$ cat config.mk
export PLATFORM = sky130hd
export DESIGN_NAME = watch_display_scan
export DESIGN_NICKNAME = d
export VERILOG_FILES = /design/src/rtl/watch_display_scan.sv
export SDC_FILE = /design/constraint.sdc
export NUM_CORES = 1
export LEC_CHECK = 0
export ABC_AREA = 0
export BUFFER_PORTS_ARGS = -buffer_cell sky130_fd_sc_hd__buf_2
export CAP_MARGIN = 20
export CORE_ASPECT_RATIO = 0.7
export CORE_MARGIN = 2
export CORE_UTILIZATION = 49
export CTS_CLUSTER_SIZE = 25
export DETAILED_ROUTE_END_ITERATION = 6
export PLACE_DENSITY = 0.81
export SETUP_SLACK_MARGIN = 0.4
export SLEW_MARGIN = 20
export SYNTH_ARGS = -nofsm -noshare
export SYNTH_HDL_FRONTEND = slang
export SYNTH_SLANG_ARGS = --single-unit
$ cat constraint.sdc
create_clock -name clk -period 4.73 [get_ports clk]
set_input_delay 0.473 -clock clk [delete_from_list [all_inputs] [get_ports clk]]
set_output_delay 0.473 -clock clk [all_outputs]
set_load 0.1 [all_outputs]
$ cat src/rtl/watch_display_scan.sv
// Six-digit multiplexed 7-segment driver for the watch time counters.
// Converts seconds/minutes/hours to BCD, scans common-anode digits with a
// dark guard cycle between slots, blinks the field being set, and takes a
// per-frame snapshot of the counts so a carry ripple never tears the display.
module watch_display_scan #(
    parameter int unsigned SCAN_DIV    = 50000,
    parameter int unsigned BLINK_TICKS = 250
) (
    input  logic       clk,
    input  logic       RESET,
    input  logic [7:0] sec_num,
    input  logic [7:0] min_num,
    input  logic [7:0] hour_num,
    input  logic [1:0] set_sel,
    output logic [7:0] seg,
    output logic [5:0] dig_sel
);

    localparam int unsigned PreW   = (SCAN_DIV > 2) ? $clog2(SCAN_DIV) : 1;
    localparam int unsigned BlinkW = (BLINK_TICKS > 1) ? $clog2(BLINK_TICKS) : 1;

    localparam logic [PreW-1:0]   PreLast   = PreW'(SCAN_DIV - 1);
    localparam logic [BlinkW-1:0] BlinkLast = BlinkW'(BLINK_TICKS - 1);

    // StIdle: dark until the first tick; StDark: guard cycle; StLit: digit on.
    typedef enum logic [1:0] {StIdle, StDark, StLit} slot_state_e;

    slot_state_e       state_q;
    logic [PreW-1:0]   prescaler_q;
    logic [2:0]        dig_idx_q;
    logic [BlinkW-1:0] blink_cnt_q;
    logic              blink_hidden_q;
    logic [7:0]        sec_snap_q;
    logic [7:0]        min_snap_q;
    logic [7:0]        hour_snap_q;

    logic              scan_tick;
    logic              frame_wrap;
    logic [7:0]        field_val;
    logic [7:0]        tens8;
    logic [7:0]        units8;
    logic [7:0]        digit8;
    logic [7:0]        glyph;
    logic [1:0]        field_code;
    logic              dp_on;
    logic              blank;
    logic [7:0]        seg_d;
    logic [5:0]        dig_sel_d;

    assign scan_tick  = (prescaler_q == PreLast);
    assign frame_wrap = scan_tick && (dig_idx_q == 3'd5);

    // Digit glyphs, active-low, dp bit left off.
    function automatic logic [7:0] seg_lut(input logic [7:0] d);
        logic [7:0] g;
        case (d)
            8'd0:    g = 8'hC0;
            8'd1:    g = 8'hF9;
            8'd2:    g = 8'hA4;
            8'd3:    g = 8'hB0;
            8'd4:    g = 8'h99;
            8'd5:    g = 8'h92;
            8'd6:    g = 8'h82;
            8'd7:    g = 8'hF8;
            8'd8:    g = 8'h80;
            8'd9:    g = 8'h90;
            default: g = 8'hFF;
        endcase
        return g;
    endfunction

    // Slot prescaler: one scan_tick every SCAN_DIV clocks.
    always_ff @(posedge clk or posedge RESET) begin
        if (RESET) begin
            prescaler_q <= '0;
        end else if (scan_tick) begin
            prescaler_q <= '0;
        end else begin
            prescaler_q <= prescaler_q + 1'b1;
        end
    end

    // Digit index 0..5, advanced once per slot.
    always_ff @(posedge clk or posedge RESET) begin
        if (RESET) begin
            dig_idx_q <= 3'd0;
        end else if (scan_tick) begin
            dig_idx_q <= (dig_idx_q == 3'd5) ? 3'd0 : dig_idx_q + 3'd1;
        end
    end

    // Latch all three counts together at the frame boundary.
    always_ff @(posedge clk or posedge RESET) begin
        if (RESET) begin
            sec_snap_q  <= 8'd0;
            min_snap_q  <= 8'd0;
            hour_snap_q <= 8'd0;
        end else if (frame_wrap) begin
            sec_snap_q  <= sec_num;
            min_snap_q  <= min_num;
            hour_snap_q <= hour_num;
        end
    end

    // Blink timebase counted in slots; independent of set_sel.
    always_ff @(posedge clk or posedge RESET) begin
        if (RESET) begin
            blink_cnt_q    <= '0;
            blink_hidden_q <= 1'b0;
        end else if (scan_tick) begin
            if (blink_cnt_q == BlinkLast) begin
                blink_cnt_q    <= '0;
                blink_hidden_q <= ~blink_hidden_q;
            end else begin
                blink_cnt_q <= blink_cnt_q + 1'b1;
            end
        end
    end

    // Glyph for the digit about to be lit, from the snapshot only.
    always_comb begin
        field_val = sec_snap_q;
        unique case (dig_idx_q[2:1])
            2'd1:    field_val = min_snap_q;
            2'd2:    field_val = hour_snap_q;
            default: field_val = sec_snap_q;
        endcase
        tens8      = field_val / 8'd10;
        units8     = field_val % 8'd10;
        digit8     = dig_idx_q[0] ? tens8 : units8;
        glyph      = (field_val > 8'd99) ? 8'hBF : seg_lut(digit8);
        // set_sel codes are field index + 1 (00 means nothing selected).
        field_code = dig_idx_q[2:1] + 2'd1;
        blank      = blink_hidden_q && (set_sel != 2'b00) && (set_sel == field_code);
        dp_on      = (dig_idx_q == 3'd2) || (dig_idx_q == 3'd4);
        seg_d      = blank ? 8'hFF : (glyph & {~dp_on, 7'h7F});
        dig_sel_d  = ~(6'b000001 << dig_idx_q);
    end

    // Output sequencer: tick -> one dark cycle -> lit until the next tick.
    always_ff @(posedge clk or posedge RESET) begin
        if (RESET) begin
            state_q <= StIdle;
            seg     <= 8'hFF;
            dig_sel <= 6'b111111;
        end else if (scan_tick) begin
            state_q <= StDark;
            seg     <= 8'hFF;
            dig_sel <= 6'b111111;
        end else begin
            case (state_q)
                StDark: begin
                    state_q <= StLit;
                    seg     <= seg_d;
                    dig_sel <= dig_sel_d;
                end
                default: begin
                    state_q <= state_q;
                end
            endcase
        end
    end

endmodule
[After elaboration in Yosys (flattened, before gate mapping)]
Memories as Yosys holds them, arrays and structs flattened.
Cells that the tools add are included.
Operators by class
  div/mod/pow operators: 2
  bitwise logic cells: 4
  shift operators: 1
  add/sub/neg operators: 4
  $lt $le $gt $ge: 1
  eq/ne operators: 9
  mux-type cells: 14
  reductions and logical operators: 8
Operator list (count)
  $mux W8: 7
  $add A16 B1 Y16 const B: 1
  $eq A16 B16 Y1 const B: 1
  $mux W16: 1
  $pmux W8 S2: 1
  $mux W6: 2
  $add A8 B1 Y8 const B: 1
  $and A8 B8 Y8: 1
  $div A8 B4 Y8 const B: 1
  $eq A8 B8 Y1 const B: 1
  $gt A8 B7 Y1 const B: 1
  $mod A8 B4 Y8 const B: 1
  $eq A3 B3 Y1 const B: 2
  $not A6 Y6: 1
  $shl A1 B3 Y6 const A: 1
  $eq A2 B1 Y1 const B: 2
  $logic_not A4 Y1: 1
  $mux W2: 2
  $reduce_bool A2 Y1: 2
  $add A3 B1 Y3 const B: 1
  $eq A3 B2 Y1 const B: 1
  $logic_and A1 B1 Y1: 3
  $mux W3: 1
  $add A2 B1 Y2 const B: 1
  other kinds (5): 6
Storage, ports and cells
  memories: 1
  output and inout port bits: 14
  flip-flop bits (word level): 68
  ROM bits: 112
Memories
  (no name shown): depth 16, bits a word 7, read ports 1, clocked after memory_dff 0, write ports 0, RTL line 56  | case (d)

[Longest topological paths before layout]
  depth in word-level cells: 11
  mapped depth: 24

[Worst setup path before layout]
No wires, ideal clock.
  path type: flip-flop to flip-flop
  start: register dig_idx_q[1]
  end: register seg[3]
  clock period less this slack: 5089 ps
  path slack: -359 ps
  data arrival time: 5005 ps
  stages on the path, launching flop included: 23
  data required time: 4647 ps
  cell sequence: dfrtp_1 clkbuf_1 inv_1 ha_1 buf_1 a221oi_1 nor2_2 buf_2 a21oi_1 o32ai_1 a31oi_1 ha_1 or4_4 a32o_1 buf_6 o21ai_2 a31oi_1 a211oi_4 inv_2 ha_1 inv_1 a211o_1 o32a_1
On the way
  word-level cells in the longest chain between the ends: 11
  elaborated cells between the ends (all ways): 18
Ends and longest elaborated chain
  from (decl): RTL line 30  | logic [2:0] dig_idx_q;
  from (signal assigned): RTL line 88  | dig_idx_q <= (dig_idx_q == 3'd5) ? 3'd0 : dig_idx_q + 3'd1;
  $eq A2 B2 Y1 or $eq A2 B1 Y1 (tied branches): RTL line 123  | unique case (dig_idx_q[2:1])
  $pmux W8 S2: RTL line 123
  $mod A8 B4 Y8 or $div A8 B4 Y8 (tied branches): RTL line 129, 128
  $mux W8: RTL line 130  | digit8 = dig_idx_q[0] ? tens8 : units8;
  $mem_v2 Z16 W7 or $logic_not A4 Y1 (tied branches)
  $mux W8: RTL line 56
  $mux W8: RTL line 131  | glyph = (field_val > 8'd99) ? 8'hBF : seg_lut(digit8);
  $and A8 B8 Y8: RTL line 136  | seg_d = blank ? 8'hFF : (glyph & {~dp_on, 7'h7F});
  $mux W8 (*): RTL line 136
  $mux W8 (*): RTL line 151  | case (state_q)
  $mux W8 (*): RTL line 146  | end else if (scan_tick) begin
  to (signal assigned): RTL line 154  | seg <= seg_d;
  to (decl): RTL line 15  | output logic [7:0] seg,
Mark *: on every way between the ends. The rest lies on a longest branch, timed or not. The select of a mux whose other input is x is not followed.
A chain may end at the register's enable or synchronous reset.

[Final worst setup path]
Ends and elaborated chain as after synthesis.

==> results.toml <==
[clock_tree]
clock-root-buffer = "clkbuf_16"
cts_buffer_depth = 2
cts_hold_buffers = 0
worstSkewPairLatency_ps = 340
cts_made_buffers = 9
htreeDepth = 3
numClockSinks = 68
cts_tree = "built"
path_clk_slew_ps = 60

[timing]
slew_headroom = 0.2783
setup_viol = 0
hold_slack_ps = 368.9
skew_ps = 5.668
finalCriticalPeriod_ps = 4484
hold_viol = 0
drv_slew = 0
fin_setup_tns_ps = 0
rsz0062_at_grt = "yes"
fin_crit_sh = 0.9481
setup_slack_ps = 245.7
tightest_slew_ps = 1083
fmax_ghz = 0.2230

[placement]
io_buffers = 41
place.gp.congestion = 1.003
dp_hpwl_mm = 9.129
preCtsSetupSlack_ps = 33.30
post-place-cells = 658

[power_and_ir_drop]
p_int_w = 0.001055
switching_power_w = 0.0002859
power.leakage_nw = 2.589
p_sw_frac = 0.2132
seqPwrFrac = 0.434
p_per_area_mw_per_mm2 = 223.3
power_frac_comb = 0.018
clock_power_share = 0.548
ir_drop_mv = 0.2536

[grt]
first_global_vias = 4385
grt-ovfl-total = 0
antenna_found_initial = 0
grt_max_degree = 69
track_usage = 0.2695
grt_pass1_wl_mm = 22.05

[route]
drc = 0
via_per_inst = 6.539
wire_per_inst_um = 20.32
vias = 4656
ant_nets = 0
wirelength_mm = 14.47
drt-initial-drc-count = 544
drt_pass1_iterations = 5

[floorplan]
pin_count = 42
die-area_mm2 = 0.01026
die_y_um = 85.35
die_w_um = 120.2
rows = 29
start_util = 0.5086
core_mm2 = 0.009107

[critical_path]
cp-start-kind = "flip-flop"
reg2reg_slack_ps = 250
crit_type = "flip-flop to flip-flop"
critPathCaptureType = "flip-flop"
crit_required_ps = 4990
slowest_stage = "or4_4"
cp_max_fo = 8
critical_path.cell_chain = "clkinv_4, ha_4, buf_6, a221o_1, o211ai_1, o32ai_2, a31oi_4, ha_4, or4_4, a32o_2, o21ai_2, a31oi_2, a211oi_4, inv_2, ha_4, inv_2, a211o_1, o32a_1"
critical_path_arrival_ps = 4740
critPathMaxStageDelay_ps = 500
cpMostUsedCell = "ha_4"

[layout]
fin_cells = 712
final-seq-area_mm2 = 0.001722
layout_common_cells = "dfrtp_1 (52), buf_4 (51), nor2_1 (44), nand2_1 (42), buf_2 (41)"
multi_input_area_mm2 = 0.003063
drive_gt1_frac = 0.3776
fin_util = 0.6596
layout_commonest_cell = "dfrtp_1"
nFillCells = 691
antenna_cells = 0
nets = 622
areaGrowthSynthToFinish_pct = 29.69

[synth]
synth_edf_count = 0
synth-main-ff-cell = "dfrtp_1"
synth_cell_type_count = 82
ys_seq_elements = 68
synth_cells = 495
synth.avg_cell_area_um2 = 9.357
synth_fp_nets = 534
seq_area_frac_synth = 0.3712
yosysTopAreaCell = "dfrtp_1"
netlist_area_mm2 = 0.004632
synth_top_cell_area_share = 0.2917
yosys-top-cells-area = "dfrtp_1 (29%), dfstp_2 (7.9%), mux2_2 (6.1%)"
synth_warnings = 0
synth_async_sr_flop_share = 1.000

[run]
cap_violations = 0

[hold_path]
hp-class = "input pin to flip-flop"

[outcome]
status = "finished clean"
[metrics by stage]
step | instance area [um^2] | power (W)
after global placement | 5137 | 0.0006155
after floorplan | 4757 | 0.0006016
after global routing | 6007 | 0.001379
after CTS | 5598 | 0.001341
final | 6007 | 0.001341
after detailed placement | 5137 | 0.0006163
[registers in the layout (all words and copies together), names as in the netlist]
| signal | cells |
|---|---|
| dig_idx_q | 3 |
| prescaler_q | 16 |
| sec_snap_q | 8 |
| blink_cnt_q | 8 |
| seg | 8 |
| blink_hidden_q | 1 |
| dig_sel | 6 |
| min_snap_q | 8 |
| state_q | 2 |
| hour_snap_q | 8 |
[path summary, 6_finish.rpt]
path,startpoint,endpoint,cells after the start
min in group asynchronous,RESET,hour_snap_q[1],3
worst min-delay path,min_num[6],min_snap_q[6],2
max in group asynchronous,RESET,dig_idx_q[2],3
worst max-delay path,dig_idx_q[1],seg[3],18
worst min register to register,blink_hidden_q,blink_hidden_q,1
worst max register to register,dig_idx_q[1],seg[3],18
[cell usage after synthesis (3+ instances only)]
cell type   n
dfrtp_1    54
nor2_1     44
nand2_1    43
mux2_2     25
o21ai_0    22
nand3_1    17
o211ai_1   16
nand4_1    15
a21oi_1    14
dfstp_2    14
nor3_1     13
clkbuf_1   11
ha_1       11
a31oi_1    10
xor2_1     10
a22oi_1     9
and3_1      9
buf_2       9
inv_1       9
nor4_1      8
xnor2_1     8
nand2b_1    7
a221o_1     6
and2_1      6
nor2b_1     6
or3_1       6
a221oi_2    5
a21o_1      4
a311oi_1    4
a211oi_2    3
a211oi_4    3
a32oi_1     3
mux2i_1     3
nor2_2      3
o2111ai_1   3
o32a_1      3
[timing repair]
action / in CTS / in global routing
buffers inserted: 12 / 26
pin swaps: 8 / 32
endpoints found under the setup margin: 7 / 7
gates resized for setup: 12 / 39
endpoints found under the hold margin: 0 / 0
[power groups by stage]
stage / logic (W) / registers, W / clock network [W]
floorplan: 0.00000909 / 0.000592 / 0
global placement: 0.0000231 / 0.000592 / 0
detailed placement: 0.0000239 / 0.000592 / 0
CTS: 0.0000239 / 0.000582 / 0.000735
global route: 0.0000274 / 0.000582 / 0.000769
finish: 0.0000236 / 0.000582 / 0.000735
[worst max-delay path: cells and delay by family, from the launching register on]
kind                     cells  cell delay, ps
buffers and inverters        4             380
AO/OA/AOI/OAI               10            2160
AND/OR/NAND/NOR              1             500
flip-flops                   1             430
adder cells (fa/ha/maj)      3             910
[metal layers]
metal | track usage | share of wire | vias to the layer above
met5 | 0 | 0 | -
met4 | 0.1037 | 0.031 | 0
met3 | 0.05981 | 0.078 | 52
met2 | 0.4163 | 0.45 | 264
met1 | 0.3713 | 0.44 | 2270
li1 | - | - | 2070
[cells by family (layout without fill, tap and decap cells)]
logic type	Yosys count	after routing	share of synthesized area
fa+ha+maj	11	11	0.02971
buf+inv	35	128	0.03322
compound gates	139	139	0.2439
xor+xnor	18	18	0.03404
flops	68	68	0.3712
simple gates	196	196	0.2207
mux	28	28	0.06726
[cell type report]
cell class | instances | share of cell area
inverters | 11 | 0.008123
multi-input cells | 392 | 0.5099
repair buffers | 101 | 0.1156
well taps | 124 | 0.02583
flip-flops and latches | 68 | 0.2866
clock buffers | 9 | 0.03749
clock inverters | 7 | 0.01645
(Power assumes the default switching activity.)
